===== config.mk =====
export PLATFORM = sky130hd
export DESIGN_NAME = ifetch_prefetch_flat
export DESIGN_NICKNAME = d
export VERILOG_FILES = /design/src/rtl/ifetch_prefetch_if.sv /design/src/rtl/ifetch_prefetch.sv /design/src/flat_wrapper.sv
export SDC_FILE = /design/constraint.sdc
export NUM_CORES = 2
export LEC_CHECK = 0
export BUFFER_PORTS_ARGS = -buffer_cell sky130_fd_sc_hd__buf_2
export CAP_MARGIN = 20
export CORE_MARGIN = 3
export CORE_UTILIZATION = 45
export CTS_BUF_LIST = sky130_fd_sc_hd__clkbuf_8
export CTS_CLUSTER_DIAMETER = 60
export DETAILED_ROUTE_END_ITERATION = 10
export GPL_ROUTABILITY_DRIVEN = 0
export GPL_TIMING_DRIVEN = 0
export PLACE_DENSITY = 0.74
export RECOVER_POWER = 100
export REMOVE_ABC_BUFFERS = 1
export SLEW_MARGIN = 10
export SYNTH_ARGS = -nofsm -noshare
export SYNTH_HDL_FRONTEND = slang
export SYNTH_SLANG_ARGS = --single-unit
export TNS_END_PERCENT = 10

===== constraint.sdc =====
create_clock -name clk -period 3.3 [get_ports clk]
set_input_delay 0.495 -clock clk [delete_from_list [all_inputs] [get_ports clk]]
set_output_delay 0.495 -clock clk [all_outputs]
set_load 0.005 [all_outputs]

===== src/rtl/ifetch_prefetch_if.sv =====
// ifetch_prefetch_if: fetch-stage bus carrying the decode handshake, redirect and program load signals
//   master: drives pc_src, branch_target, out_ready, load_en, load_addr, load_data
//   slave : drives out_valid, instruction, instr_pc, fetch_pc
interface ifetch_prefetch_if #(
  parameter int WORD        = 64,
  parameter int INSTR_WIDTH = 32,
  parameter int IMEM_DEPTH  = 64
);
  localparam int AW = $clog2(IMEM_DEPTH);
  logic                   pc_src;
  logic [WORD-1:0]        branch_target;
  logic                   out_ready;
  logic                   out_valid;
  logic [INSTR_WIDTH-1:0] instruction;
  logic [WORD-1:0]        instr_pc;
  logic [WORD-1:0]        fetch_pc;
  logic                   load_en;
  logic [AW-1:0]          load_addr;
  logic [INSTR_WIDTH-1:0] load_data;
  modport master (
    output pc_src, branch_target, out_ready, load_en, load_addr, load_data,
    input  out_valid, instruction, instr_pc, fetch_pc
  );
  modport slave (
    input  pc_src, branch_target, out_ready, load_en, load_addr, load_data,
    output out_valid, instruction, instr_pc, fetch_pc
  );
endinterface


===== src/rtl/ifetch_prefetch.sv =====
// ifetch_prefetch: instruction fetch with PC, instruction memory and a small {pc, instr} prefetch FIFO
//   clk, rst_n (async active-low); bus (slave): redirect in, decode valid/ready out, program load in
module ifetch_prefetch #(
  parameter int              WORD        = 64,
  parameter int              INSTR_WIDTH = 32,
  parameter int              IMEM_DEPTH  = 64,
  parameter int              QUEUE_DEPTH = 2,
  parameter logic [WORD-1:0] RESET_PC    = '0
) (
  input logic               clk,
  input logic               rst_n,
  ifetch_prefetch_if.slave  bus
);
  localparam int AW = $clog2(IMEM_DEPTH);
  localparam int QW = $clog2(QUEUE_DEPTH);
  localparam logic [QW:0] FULL = (QW+1)'(QUEUE_DEPTH);
  logic [INSTR_WIDTH-1:0] imem  [IMEM_DEPTH];
  logic [WORD-1:0]        q_pc  [QUEUE_DEPTH];
  logic [INSTR_WIDTH-1:0] q_ins [QUEUE_DEPTH];
  logic [QW-1:0]          head, tail;
  logic [QW:0]            count;
  logic [WORD-1:0]        pc;
  logic                   valid, deq, enq;
  assign valid           = count != '0;
  assign deq             = valid & bus.out_ready;
  // a full queue still takes a fetch when its head leaves in the same cycle
  assign enq             = !bus.pc_src & (count < FULL | deq);
  assign bus.out_valid   = valid;
  assign bus.instruction = valid ? q_ins[head] : '0;
  assign bus.instr_pc    = valid ? q_pc[head] : '0;
  assign bus.fetch_pc    = pc;
  // imem read is combinational, so a same-cycle load is seen by fetch only from the next cycle
  always_ff @(posedge clk)
    if (bus.load_en) imem[bus.load_addr] <= bus.load_data;
  always_ff @(posedge clk)
    if (enq) begin
      q_pc[tail]  <= pc;
      q_ins[tail] <= imem[pc[AW+1:2]];
    end
  always_ff @(posedge clk or negedge rst_n)
    if (!rst_n) begin
      head  <= '0;
      tail  <= '0;
      count <= '0;
      pc    <= RESET_PC;
    end else if (bus.pc_src) begin
      head  <= '0;
      tail  <= '0;
      count <= '0;
      pc    <= bus.branch_target & ~WORD'(3);
    end else begin
      head  <= head + QW'(deq);
      tail  <= tail + QW'(enq);
      count <= count + (QW+1)'(enq) - (QW+1)'(deq);
      if (enq) pc <= pc + WORD'(4);
    end
endmodule


===== src/flat_wrapper.sv =====
// flat-port wrapper written by rule: the top's interface ports become plain ports
module ifetch_prefetch_flat 
#(
  parameter int              WORD        = 64,
  parameter int              INSTR_WIDTH = 32,
  parameter int              IMEM_DEPTH  = 64,
  parameter int              QUEUE_DEPTH = 2,
  parameter logic [WORD-1:0] RESET_PC    = '0
)
  (clk, rst_n, bus_pc_src, bus_branch_target, bus_out_ready, bus_load_en, bus_load_addr, bus_load_data, bus_out_valid, bus_instruction, bus_instr_pc, bus_fetch_pc);
  ifetch_prefetch_if #(.WORD(WORD), .INSTR_WIDTH(INSTR_WIDTH), .IMEM_DEPTH(IMEM_DEPTH)) bus_i ();
  input logic clk;
  input logic rst_n;
  input wire logic [$bits(bus_i.pc_src)-1:0] bus_pc_src;
  input wire logic [$bits(bus_i.branch_target)-1:0] bus_branch_target;
  input wire logic [$bits(bus_i.out_ready)-1:0] bus_out_ready;
  input wire logic [$bits(bus_i.load_en)-1:0] bus_load_en;
  input wire logic [$bits(bus_i.load_addr)-1:0] bus_load_addr;
  input wire logic [$bits(bus_i.load_data)-1:0] bus_load_data;
  output wire logic [$bits(bus_i.out_valid)-1:0] bus_out_valid;
  output wire logic [$bits(bus_i.instruction)-1:0] bus_instruction;
  output wire logic [$bits(bus_i.instr_pc)-1:0] bus_instr_pc;
  output wire logic [$bits(bus_i.fetch_pc)-1:0] bus_fetch_pc;
  assign bus_i.pc_src = bus_pc_src;
  assign bus_i.branch_target = bus_branch_target;
  assign bus_i.out_ready = bus_out_ready;
  assign bus_i.load_en = bus_load_en;
  assign bus_i.load_addr = bus_load_addr;
  assign bus_i.load_data = bus_load_data;
  assign bus_out_valid = bus_i.out_valid;
  assign bus_instruction = bus_i.instruction;
  assign bus_instr_pc = bus_i.instr_pc;
  assign bus_fetch_pc = bus_i.fetch_pc;
  ifetch_prefetch #(.WORD(WORD), .INSTR_WIDTH(INSTR_WIDTH), .IMEM_DEPTH(IMEM_DEPTH), .QUEUE_DEPTH(QUEUE_DEPTH), .RESET_PC(RESET_PC)) u_core (.clk(clk), .rst_n(rst_n), .bus(bus_i));
endmodule

==> parameters.txt <==
Parameter                              Value

Drt
  Detailed-route vias per instance ... 6.090
  Detailed Route Iter0 Violations ... 7284
  Aggregate routed wire length ... 247500 µm
  Residual DRC count ... 0
  DR WL/cell ... 30.37 µm
  Total iterations of the first detailed-routing run ... 5
  Number of antenna-violating nets in the routed design ... 0
  Vias after detailed routing ... 49630

Clocking
  Sink count of the clock tree ... 2302
  Clock transition time at the flip-flop clock pins of the worst setup and hold paths ... 0.06 ns
  CTS Buf Count ... 360
  Root buf cell ... clkbuf_8
  H-tree depth ... 5
  TritonCTS clock tree ... built
  Clock tree buffer depth ... 4
  Insertion delay of the later-clocked pin in the worst-skew pair ... 1.06 ns

GRT
  First-pass GRT wire length ... 348700 µm
  Vias in the first global route ... 49100
  Sum of overflow across all layers after global routing ... 0
  Initial antenna violation count ... 18
  GR Util All Layers ... 23.61%
  Maximum number of pins on one net before global-route repair ... 65

Job
  Max_cap viols ... 44

Setup path
  Category of cells accounting for the largest share of critical-path delay ... simple AND/OR/NAND/NOR gates
  CP cell instances ... dlygate4sd3_1 > clkbuf_1 > nand2_1 > nor2_1 > clkbuf_4
  Kind of launch point of the worst setup path ... input port
  Kind of end point of the critical path ... flop
  Required time of the critical path ... 3.91 ns
  Biggest cell delay along the critical path ... 1.90 ns
  Critical path peak fanout ... 17
  Critical setup path kind ... input port to flop
  Crit-path slowest cell ... nor2_1
  Critical Path AT ... 4.28 ns
  Critical path buffer and inverter count ... 3

Finish
  Commonest non-fill, non-tap cells in the layout ... edfxtp_1 (2236), mux4_2 (401), mux2i_1 (368), clkbuf_8 (368), buf_2 (224)
  Most frequent standard cell in the layout excluding fill and tap cells ... edfxtp_1
  Number of filler cells placed in the layout ... 14550
  Count of non-filler cells in the finished layout ... 8150
  Layout-stage area growth over the synthesis result ... 18.23%
  Post-layout net count ... 5341
  Ratio of cells with drive above 1 in the final layout ... 25.55%
  End-of-flow core utilization ... 53.58%

Logic synthesis
  Post-Synthesis Cells ... 4476
  Post-synth top area cell ... edfxtp_1
  Area of the mapped netlist ... 89570 µm²
  Unique masters post-synth ... 66
  Post-synth top flop ... edfxtp_1
  Cells taking the most area after synthesis ... edfxtp_1 (75%), mux4_2 (10%), mux2i_1 (4.1%), dfrtp_1 (1.8%), a22oi_1 (1.3%)
  Average size of a mapped cell ... 20.01 µm²
  Number of synthesized register bits ... 2302
  Number of synthesized flops with an enable pin ... 2236
  Top-area cell type share of the netlist area ... 74.96%
  Fraction of the yosys area taken by sequential cells ... 76.81%
  Yosys warns ... 0
  Async set-reset flop share out of synthesis ... 2.867%

Die
  DIE WIDTH ... 452.1 µm
  Die Y-Extent ... 452.1 µm
  Number of placement rows ... 163
  Io pins ... 268
  Standard cell core area ... 197600 µm²
  Initial core utilization ... 45.32%
  Die area ... 204400 µm²

Timing
  Upper clock frequency limit ... 272.4 MHz
  Final max-slew violation count ... 1649
  Relative max-transition margin ... -105.8%
  Transition time of the tightest slew-check pin ... 3.087 ns
  Final hold vios ... 0
  Fin crit share ... 111.3%
  Post-route worst hold slack ... 0.1320 ns
  Fin worst setup slack ... -0.3717 ns
  Final min period ... 3.672 ns
  Finish-stage setup viols ... 113
  Setup repair after global routing missed its margin ... yes
  Sum of negative setup slack ... -18.28 ns
  Worst clock skew on the final layout ... 0.08718 ns

Pwr
  Flop pwr share ... 47.6%
  Internal power ... 0.05046 W
  Clk network pwr share ... 30.6%
  Fraction of power spent switching nets ... 28.15%
  Switching Power ... 0.01977 W
  Combinational fraction of design power ... 21.8%
  Leak Pwr ... 34.93 nW
  Pwr per Cell Area ... 663.2 nW/µm²
  Peak supply drop ... 0.6158 mV

Placement
  Post-Place Cells ... 7282
  Total of buffers placed on input and output ports ... 261
  Detail Placement HPWL ... 150100 µm

Worst hold path
  HP Class ... input port to flop

Status
  Run status ... complete, but fails checks
  Failing checks ... capacitance limit, slew limit, setup timing
## registers in the layout, summed over array words and instances (netlist names)
register / flops
u_core.imem: 2048
u_core.bus.fetch_pc: 62
u_core.tail: 1
u_core.count: 2
u_core.head: 1
u_core.q_pc: 124
u_core.q_ins: 64
## routing by layer
layer  track usage, %  wire length (µm)
met4            9.161              9225
met1            31.29             89480
met3            6.083             29450
met2            37.65            119300
met5                0                52
## power by group through the flow
stage / logic, W / clock network [W] / registers (W)
after floorplan: 0.00646 / 0 / 0.0343
after global placement: 0.00810 / 0 / 0.0346
after detailed placement: 0.0134 / 0 / 0.0341
after CTS: 0.0146 / 0.0217 / 0.0334
after global routing: 0.0161 / 0.0230 / 0.0335
final: 0.0153 / 0.0215 / 0.0334
## area by class of cell
type | count | area [µm²] | share of cell area, %
flip-flops and latches | 2302 | 68820 | 64.99
multi-input cells | 1885 | 20220 | 19.09
inverters | 31 | 130.1 | 0.1229
repair buffers | 649 | 7131 | 6.734
well taps | 2640 | 3303 | 3.119
clock buffers | 368 | 5065 | 4.783
diodes | 10 | 25.02 | 0.02363
clock inverters | 265 | 1204 | 1.137
## metrics by stage
stage,area [µm²],worst slack (ns),power [W]
after detailed placement,97050,-2.140,0.04744
after floorplan,88400,-22.94,0.04081
after CTS,105200,-0.3858,0.06969
after global placement,93010,-55.18,0.04266
final,105900,-0.3717,0.07023
after global routing,105900,-0.3865,0.07259
## worst register-to-register path, stage by stage (launching register included)
cell	delay [ns]
dfrtp_4	0.51
buf_16	0.15
buf_16	0.13
buf_16	0.13
buf_16	0.13
buf_16	0.13
buf_16	0.13
buf_8	0.12
buf_12	0.14
mux4_2	0.43
mux4_2	0.62
a21boi_2	0.22
a2111o_1	0.52
## cell families (layout without fill, tap and decap cells)
kind of cell | Yosys count | count (layout) | synth area share (%)
compound gates | 508 | 508 | 4.231
xor+xnor | 32 | 32 | 0.3129
fa+ha+maj | 5 | 5 | 0.06985
buf+inv | 292 | 1313 | 1.451
flops | 2302 | 2302 | 76.81
mux | 770 | 770 | 14.21
other cells | 1 | 14 | 0.004187
simple gates | 566 | 566 | 2.914
## path summary, 6_finish.rpt
path | startpoint | to | slack [ns] | depth (start not counted)
setup reg to reg | u_core.bus.fetch_pc[2]$_DFFE_PN0P_ | u_core.q_ins[1][3]$_DFFE_PP_ | -0.31 | 12
hold / removal | bus_load_addr[2] | u_core.imem[54][0]$_DFFE_PP_ | 0.13 | 3
min in group asynchronous | rst_n | u_core.bus.fetch_pc[54]$_DFFE_PN0P_ | 1.19 | 4
setup / recovery | bus_load_addr[1] | u_core.imem[51][5]$_DFFE_PP_ | -0.37 | 5
hold reg to reg | u_core.bus.fetch_pc[63]$_DFFE_PN0P_ | u_core.q_pc[0][63]$_DFFE_PP_ | 0.54 | 0
max in group asynchronous | rst_n | u_core.bus.fetch_pc[5]$_DFFE_PN0P_ | 0.29 | 4
## synth_stat cells (all sizes together) (47+ instances only)
| cell type | n |
|---|---|
| edfxtp | 2236 |
| o21ai | 55 |
| a22oi | 161 |
| nand2 | 148 |
| nand3 | 62 |
| mux2i | 368 |
| dfrtp | 66 |
| buf | 128 |
| a31oi | 47 |
| nor2 | 226 |
| mux4 | 401 |
| clkbuf | 133 |
## what timing repair did
item                       4_1_cts  5_1_grt
pin swaps                       21       16
hold endpoints to repair       140      421
setup endpoints to repair      112       92
setup buffers                   36       37
resized for setup               37       47
cloned                          20       10
hold buffers                    75       23
No activity file was read; power rests on OpenSTA's default activity.
